===== config.mk =====
export PLATFORM = sky130hd
export DESIGN_NAME = tdm_demux
export DESIGN_NICKNAME = d
export VERILOG_FILES = /design/src/rtl/tdm_demux.sv
export SDC_FILE = /design/constraint.sdc
export NUM_CORES = 1
export LEC_CHECK = 0
export BUFFER_PORTS_ARGS = -buffer_cell sky130_fd_sc_hd__buf_2
export CAP_MARGIN = 20
export CORE_MARGIN = 4
export CORE_UTILIZATION = 46
export CTS_CLUSTER_SIZE = 10
export DETAILED_ROUTE_END_ITERATION = 12
export HOLD_SLACK_MARGIN = 0.12
export PLACE_DENSITY = 0.7
export SLEW_MARGIN = 15
export SYNTH_ARGS = -nofsm -noshare
export SYNTH_HDL_FRONTEND = slang
export SYNTH_SLANG_ARGS = --single-unit

===== constraint.sdc =====
create_clock -name clk -period 1.8 [get_ports clk]
set_clock_uncertainty 0.15 [all_clocks]
set_input_delay 0.36 -clock clk [delete_from_list [all_inputs] [get_ports clk]]
set_output_delay 0.36 -clock clk [all_outputs]
set_load 0.01 [all_outputs]

===== src/rtl/tdm_demux.sv =====
// Receive-side demux for the two-channel TDM link: pairs an X beat with the
// following Y beat and presents them as one registered word.
module tdm_demux #(
    parameter int WIDTH = 4,
    parameter int CNT_W = 8
) (
    input  logic             clk,
    input  logic             reset,
    input  logic             in_valid,
    output logic             in_ready,
    input  logic             in_sel,
    input  logic [WIDTH-1:0] in_data,
    output logic             out_valid,
    input  logic             out_ready,
    output logic [WIDTH-1:0] out_x,
    output logic [WIDTH-1:0] out_y,
    output logic             seq_err,
    output logic [CNT_W-1:0] pair_count,
    output logic [CNT_W-1:0] err_count
);

    typedef enum logic [1:0] {
        EXP_X = 2'd0,
        EXP_Y = 2'd1,
        FULL  = 2'd2
    } state_t;

    state_t           state_q, state_d;
    logic [WIDTH-1:0] x_hold_q, x_hold_d;
    logic [WIDTH-1:0] out_x_q, out_x_d;
    logic [WIDTH-1:0] out_y_q, out_y_d;
    logic             out_valid_q, out_valid_d;
    logic             seq_err_q, seq_err_d;
    logic [CNT_W-1:0] pair_count_q, pair_count_d;
    logic [CNT_W-1:0] err_count_q, err_count_d;
    logic             accept;
    logic             deliver;
    logic             bad_beat;

    assign in_ready = (state_q != FULL) || out_ready;
    assign accept   = in_valid && in_ready;
    assign deliver  = out_valid_q && out_ready;

    always_comb begin
        state_d      = state_q;
        x_hold_d     = x_hold_q;
        out_x_d      = out_x_q;
        out_y_d      = out_y_q;
        out_valid_d  = out_valid_q;
        pair_count_d = pair_count_q;
        bad_beat     = 1'b0;
        unique case (state_q)
            EXP_X: begin
                if (accept && !in_sel) begin
                    x_hold_d = in_data;
                    state_d  = EXP_Y;
                end else if (accept) begin
                    bad_beat = 1'b1;
                end
            end
            EXP_Y: begin
                if (accept && in_sel) begin
                    out_x_d     = x_hold_q;
                    out_y_d     = in_data;
                    out_valid_d = 1'b1;
                    state_d     = FULL;
                end else if (accept) begin
                    x_hold_d = in_data;
                    bad_beat = 1'b1;
                end
            end
            FULL: begin
                // in_ready tracks out_ready here, so accept implies deliver
                if (deliver) begin
                    pair_count_d = pair_count_q + CNT_W'(1);
                    out_valid_d  = 1'b0;
                    state_d      = EXP_X;
                    if (accept && !in_sel) begin
                        x_hold_d = in_data;
                        state_d  = EXP_Y;
                    end else if (accept) begin
                        bad_beat = 1'b1;
                    end
                end
            end
            default: state_d = EXP_X;
        endcase
        seq_err_d   = bad_beat;
        err_count_d = err_count_q;
        if (bad_beat && (err_count_q != {CNT_W{1'b1}})) begin
            err_count_d = err_count_q + CNT_W'(1);
        end
    end

    always_ff @(posedge clk) begin
        if (reset) begin
            state_q      <= EXP_X;
            x_hold_q     <= '0;
            out_x_q      <= '0;
            out_y_q      <= '0;
            out_valid_q  <= 1'b0;
            seq_err_q    <= 1'b0;
            pair_count_q <= '0;
            err_count_q  <= '0;
        end else begin
            state_q      <= state_d;
            x_hold_q     <= x_hold_d;
            out_x_q      <= out_x_d;
            out_y_q      <= out_y_d;
            out_valid_q  <= out_valid_d;
            seq_err_q    <= seq_err_d;
            pair_count_q <= pair_count_d;
            err_count_q  <= err_count_d;
        end
    end

    assign out_valid  = out_valid_q;
    assign out_x      = out_x_q;
    assign out_y      = out_y_q;
    assign seq_err    = seq_err_q;
    assign pair_count = pair_count_q;
    assign err_count  = err_count_q;

endmodule

======== Word level (Yosys, flattened, before mapping) ========
Index checks and enable logic that the tools add are counted.
word-level totals
  register bits ........................... 32
  bits of input ports ..................... 9
  logic and storage cells ................. 52
cells by class
  add/sub/neg operators ................... 2
  eq/ne operators ......................... 9
  multiplexer cells ....................... 18
  reductions and logical operators ........ 15
operators by type and width
  kind                                           count
  adder 8 x 1 -> 8 bit, second input constant    2
  two-way mux 4 bit                              4
  inequality test 2 bit, second input constant   6
  case mux 4 bit (3 select lines)                1
  inequality test 8 bit, second input constant   1
  two-way mux 1 bit                              7
  two-way mux 2 bit                              3
  case mux 2 bit (3 select lines)                1
  AND reduction 3 bit                            2
  logical AND 1 bit                              5
  AND reduction 2 bit                            2
  AND reduction 4 bit                            1
  case mux 1 bit (3 select lines)                1
  nonzero test 3 bit                             1
  == test 2 x 1 -> 1 bit, second input constant  1
  == test 2 bit, second input constant           1
  zero test 2 bit                                1
  case mux 1 bit (2 select lines)                1
  nonzero test 2 bit                             1
  zero test 1 bit                                1
  logical OR 1 bit                               1

======== Depth between registers and ports, before layout ========
Gate-level depths: netlist of the first run.
  depth in word-level cells ............... 8
  mapped depth ............................ 6
  mapped depth without buffers ............ 5

======== Least setup slack after synthesis of the first run ========
Ideal clock, no wire load.
  kind .................................... register to register
  from .................................... register state_q[0]
  to ...................................... register err_count_q[3], in the netlist err_count[3]
  setup time .............................. 70 ps
  arrival ................................. 1476 ps
  setup slack ............................. 104 ps
  stages on the path, launching flop included .. 6
  buffers on the path ..................... 1
  path through ............................ dfxtp_1 buf_4 xnor2_1 o32a_1 or4_1 a21oi_1
on the way
  longest elaborated chain between the ends .. 8
  elaborated cells between the ends (all ways) .. 14
  classes of those cells .................. eq/ne: 3; mux: 5; reduce/logical: 6
ends and longest elaborated chain
  element                                                 RTL line  RTL
  start: declaration                                      28        state_t state_q, state_d;
  start signal: assignment                                106       state_q <= state_d;
  inequality test 2 bit                                   40        assign in_ready = (state_q != FULL) || out_ready;
  logical OR 1 bit                                        40
  logical AND 1 bit                                       41        assign accept = in_valid && in_ready;
  two-way mux 1 bit or logical AND 1 bit (tied branches)  --
  two-way mux 1 bit                                       54        if (accept && !in_sel) begin
  two-way mux 1 bit                                       74        if (deliver) begin
  case mux 1 bit (3 select lines) (*)                     52        unique case (state_q)
  logical AND 1 bit (*)                                   90        if (bad_beat && (err_count_q != {CNT_W{1'b1}})) begin
  end signal: assignment                                  113       err_count_q <= err_count_d;
  end: declaration                                        35        logic [CNT_W-1:0] err_count_q, err_count_d;
Mark *: on every way between the ends. The rest lies on a longest branch, timed or not.
A chain may end at the register's enable or synchronous reset.

======== Worst setup path in the final report of the first run ========
  from .................................... register state_q[1]
  to ...................................... output port in_ready
on the way
  longest elaborated chain between the ends .. 2
ends and longest elaborated chain
  element                RTL line  RTL
  inequality test 2 bit  40
  logical OR 1 bit       40
  end: declaration       10        output logic in_ready,
Every way passes these cells.

==> flow_metrics.tcl, run 1 <==
set metrics [dict create \
    syn_inst 159 \
    crit_arrival_ps 1270 \
    grt_max_degree 23 \
    totalWireLength_um 3229 \
    synth_area_sq_um 1360 \
    cts_tree "built" \
    path_clk_slew_ps 90 \
    final_max_slew_viol_count 0 \
    antenna_found_initial 0 \
    syn_to_final_growth_pct 33.12 \
    yosys.cell_types.count 29 \
    period_share 0.9864 \
    synth_edf_count 0 \
    final.min_clock_period_ps 1776 \
    power_leakage_nw 0.7472 \
    drv_cap 0 \
    cts_buffer_depth 2 \
    synth.top_cells.by_area "dfxtp_1 (47%), a21oi_1 (7.4%), nand2_1 (6.3%), nor2_1 (4.4%), mux2i_1 (3.7%)" \
    relSlewSlack 0.7033 \
    fin_tns_setup_ps 0 \
    synth_warnings 0 \
    pre_cts_ws_ps -85.23 \
    rsz0062_at_grt "yes" \
    syn_nets 170 \
    synth_commonest_cells "dfxtp_1 (32), nand2_1 (23), a21oi_1 (20), nor2_1 (16)" \
    gp_congestion 0.8735 \
    synth.avg_cell_area_sq_um 8.554 \
    numPortBuffers 35 \
    fp.dieW_um 62.38 \
    hold_viol 0 \
    post-synth-top-count-cell "dfxtp_1" \
    drive_gt1_frac 0.3160 \
    crit-reg2reg-launch "state_q[1]" \
    dieArea_sq_um 3891 \
    vias_per_cell 5.465 \
    required_ps 1290 \
    yosysTopAreaCell "dfxtp_1" \
    timing.rr.end "err_count[3]" \
    setup_viol 0 \
    synth_top_flop_cell "dfxtp_1" \
    dr.pass1.iters 4 \
    irDropWorstVdd_mv 0.6134 \
    routedWlPerCell_um 13.29 \
    drc 0 \
    min_to "state_q[1]" \
    clk_latency_ps 340 \
    grt_usage 0.1705 \
    fin_nets 223 \
    reg2reg_slack_ps 30 \
    hold_depth 4 \
    fin_ws_ps 24.42 \
    cts_root_buffer "clkbuf_4" \
    critPathMaxFanout 3 \
    power_density_nw_per_um2 724.3 \
    rr_worst_depth 4 \
    core_sq_um 2781 \
    cts_sinks 32 \
    min_path_type "in -> reg" \
    fmax_mhz 563.2 \
    first_global_vias 1293 \
    overflow 0 \
    postSynth.asyncResetShare 0 \
    drt_iter0_markers 62 \
    worstSetupEndpointType "output pin" \
    hp-start "out_ready" \
    vias 1328 \
    yosysTopAreaCellShare 0.4710 \
    cts_buffers 5 \
    htreeDepth 2 \
    grt_first_pass_wirelength_um 5471 \
    io_pins 36 \
    num_rows 19 \
    startpoint_type "flip-flop" \
    initial_core_util 0.4890 \
    die_h_um 62.38 \
    status "finished, final reports clean" \
    ant_nets 0 \
    crit_type "reg -> out" \
    seq_area_frac_synth 0.4710 \
    ys_seq_elements 32 \
    diodes 0 \
    worstMarginPinSlew_ps 442.8 \
    dpl.hpwl_um 2244 \
]
## state kept, by name, indices dropped and copies added (netlist names)
name / count
out_x: 4
err_count: 8
pair_count: 8
out_valid: 1
state_q: 2
x_hold_q: 4
out_y: 4
seq_err: 1
## cells in the final DEF (no fill, tap or decap), types with 2 or more instances in the layout
master / n
nand4_1: 5
or4_1: 3
mux2i_1: 5
a21oi_1: 19
o21ai_0: 2
dfxtp_2: 2
nand3b_1: 2
dlygate4sd3_1: 4
buf_2: 34
buf_6: 2
nor2_1: 15
nor3_1: 2
dfxtp_1: 29
and3_1: 2
or3_1: 3
nand2b_1: 5
clkbuf_4: 5
inv_1: 2
nand3_1: 5
clkbuf_8: 2
o31ai_1: 5
nand4b_1: 2
buf_4: 14
nand2_1: 23
xor2_1: 3
xnor2_1: 4
## final cells by class
cell class                      instances  area (sq um)
Sequential cell                        32         646.9
Inverter                                2         7.507
Timing Repair Buffer                   54         337.8
Tap cell                               31         38.79
Multi-Input combinational cell        117         714.4
Clock buffer                            7         65.06
Fill cell                             254         970.9
## stage by stage
| step | utilization | std cells | instance area, sq um | total power, mW | hold slack (ps) |
|---|---|---|---|---|---|
| after global placement | 0.5857 | 229 | 1629 | 0.8495 | 285.4 |
| after CTS | 0.6316 | 241 | 1757 | 1.315 | 205.7 |
| after global routing | 0.6509 | 243 | 1810 | 1.369 | 246.2 |
| after floorplan | - | 159 | 1360 | 0.8054 | 281.2 |
| after detailed placement | 0.5857 | 229 | 1629 | 0.8548 | 292.3 |
| final | 0.6509 | 243 | 1810 | 1.311 | 214.0 |
## critical path: stages, from the launching register on
cell and delay, ps:
dfxtp_2 350, buf_6 90, or3b_4 360, buf_6 130
## worst max-delay path by stage
stage	from	slack, ps	end	cells past startpoint
after global routing	err_count[1]	-20	err_count[7]	5
after floorplan	state_q[0]	100	err_count[3]	5
after CTS	state_q[1]	-7	in_ready	3
after global placement	in_sel	-40	err_count[5]	5
after detailed placement	in_sel	-90	err_count[7]	5
final	state_q[1]	20	in_ready	3
## layer usage
metal / routed length (um) / global-route usage
met5: 0 / 0
met4: 48 / 0.05570
met3: 201 / 0.06115
met2: 1553 / 0.2953
met1: 1425 / 0.1929
## kinds of logic (layout without fill, tap and decap cells)
| family | Yosys count | count (layout) | synth area share |
|---|---|---|---|
| flops | 32 | 32 | 0.4710 |
| fa+ha+maj | 2 | 2 | 0.01840 |
| xor+xnor | 7 | 7 | 0.04508 |
| compound gates | 29 | 29 | 0.1214 |
| simple gates | 74 | 74 | 0.2760 |
| mux | 5 | 5 | 0.03680 |
| buf+inv | 10 | 63 | 0.03128 |
## where the power goes
part	switching [mW]	internal, mW
clock	0.236	0.221
combinational	0.0622	0.0620
sequential	0.00950	0.721
total	0.307	1.00
## repair_timing
| action | CTS | global route |
|---|---|---|
| hold buffers | 4 | 0 |
| setup buffers | 1 | 2 |
| endpoints found under the hold margin | 4 | 0 |
| pin swaps | 0 | 1 |
| gates cloned | 0 | 0 |
| setup endpoints to repair | 4 | 8 |
| resized for setup | 5 | 10 |
Note: power is estimated with default switching activity, not from simulation.
==> run 2, diff against run 1 <==
--- a/config.mk
+++ b/config.mk
@@ -7,7 +7,7 @@
 export LEC_CHECK = 0
 export BUFFER_PORTS_ARGS = -buffer_cell sky130_fd_sc_hd__buf_2
 export CAP_MARGIN = 20
-export CORE_MARGIN = 4
+export CORE_MARGIN = 8
 export CORE_UTILIZATION = 46
 export CTS_CLUSTER_SIZE = 10
 export DETAILED_ROUTE_END_ITERATION = 12
==> run 2 against run 1 <==
Clock power shrank 4.8%. Hold slack gained 7.4 ps. First-iteration DRC count shrank 13%. Combinational power shrank 6%. Sequential cell count is the same. Critical endpoint unchanged. Largest power group unchanged.
==> flow_metrics.tcl, run 2 (synthesis results as in run 1) <==
set metrics [dict create \
    status "finished, final reports clean" \
    mostFrequentLayoutCell "buf_2" \
    cts_buffers 5 \
    critPathMaxFanout 5 \
    cts_buffer_depth 2 \
    vias 1315 \
    hold_viol 0 \
    dpl.hpwl_um 2214 \
    cts_sinks 32 \
    first_global_vias 1243 \
    totalWireLength_um 3171 \
    drc 0 \
    grt_usage 0.1298 \
    crit_arrival_ps 1280 \
    crit_type "reg -> out" \
    irDropWorstVdd_mv 0.7027 \
    fillers 258 \
    setup_viol 0 \
    final-seq-area_sq_um 644.4 \
    cts_tree "built" \
    fin_nets 221 \
    initial_core_util 0.4890 \
    worstSetupEndpointType "output pin" \
    antenna_found_initial 0 \
    final.min_clock_period_ps 1794 \
    min_path_type "in -> reg" \
    ant_nets 0 \
    drv_cap 0 \
    vias_per_cell 5.434 \
    overflow 0 \
    required_ps 1290 \
    power_density_nw_per_um2 726.7 \
    drt_iter0_markers 54 \
    final_cell_mix "buf_2 (34), dfxtp_1 (29), nand2_1 (23)" \
    syn_to_final_growth_pct 29.81 \
    diodes 0 \
    grt_max_degree 19 \
    drive_gt1_frac 0.2986 \
    routedWlPerCell_um 13.10 \
    grt_first_pass_wirelength_um 5395 \
    io_pins 36 \
    total_power_mw 1.283 \
    startpoint_type "flip-flop" \
    fp.dieW_um 70.38 \
    numPortBuffers 35 \
    dr.pass1.iters 4 \
    fmax_mhz 557.3 \
    power_leakage_nw 0.7373 \
    cts_root_buffer "clkbuf_4" \
    die_h_um 70.38 \
    num_rows 19 \
    finish.utilization 0.6347 \
    period_share 0.9969 \
    rsz0062_at_grt "yes" \
    htreeDepth 2 \
    clk_latency_ps 340 \
    worstMarginPinSlew_ps 442.9 \
    relSlewSlack 0.7032 \
    multi_input_area_sq_um 690.7 \
    path_clk_slew_ps 90 \
    reg2reg_slack_ps 40 \
    dieArea_sq_um 4953 \
    gp_congestion 0.8220 \
    core_sq_um 2781 \
    final_max_slew_viol_count 0 \
]
==> run 2: cell types whose count changed in the layout (fill, tap and decap cells not counted), sizes merged <==
cell,delta
clkinv,+2
clkbuf,-1
buf,-2
==> run 2: repair_timing <==
action | 4_1_cts | 5_1_grt
endpoints found under the setup margin | 4 | 5
pin swaps | 0 | 4
hold endpoints to repair | 6 | 0
setup buffers | 1 | 2
resized for setup | 5 | 4
hold buffers | 4 | 0
==> run 2: layout make-up <==
cell class              count  share of cell area
clock buffers               6             0.02906
repair buffers             52              0.1828
multi-input cells         117              0.3912
clock inverters             2            0.005670
flip-flops and latches     32              0.3650
inverters                   2            0.004252
well taps                  31             0.02197
==> run 2: power breakdown <==
part           switching [mW]  internal [mW]
Clock                   0.249          0.186
Sequential            0.00967          0.722
Combinational          0.0589         0.0578
Total                   0.318          0.965
==> run 2: worst paths after layout <==
path	startpoint	to	cells after the start
worst max register to register	state_q[1]	err_count[3]	4
worst max-delay path	state_q[1]	in_ready	3
worst min-delay path	out_ready	state_q[1]	4
worst min register to register	out_x[0]	out_x[0]	2
==> run 2: critical path, cell delays in order (launching register included) <==
cell and delay [ps]:
dfxtp_2 350, buf_6 110, or3b_4 370, buf_6 130
==> run 2: metrics by stage <==
step           setup slack, ps  cells  area [sq um]  hold WS (ps)  setup TNS (ps)
2_1_floorplan            103.9    159          1360         281.2               0
3_3_place_gp            -38.82    227          1614         285.8          -120.8
3_5_place_dp            -97.83    227          1614         294.1          -377.7
4_1_cts                 -7.518    240          1738         202.9          -7.518
5_1_grt                 -42.02    242          1765         243.2          -54.87
6_report                 5.553    242          1765         221.4               0
==> run 2: metal layers <==
| metal | vias up | routed length [um] | global-route usage |
|---|---|---|---|
| met5 | - | 0 | 0 |
| met3 | 8 | 167 | 0.04379 |
| met4 | 0 | 71 | 0.07366 |
| li1 | 660 | - | - |
| met1 | 615 | 1404 | 0.1386 |
| met2 | 32 | 1527 | 0.2173 |
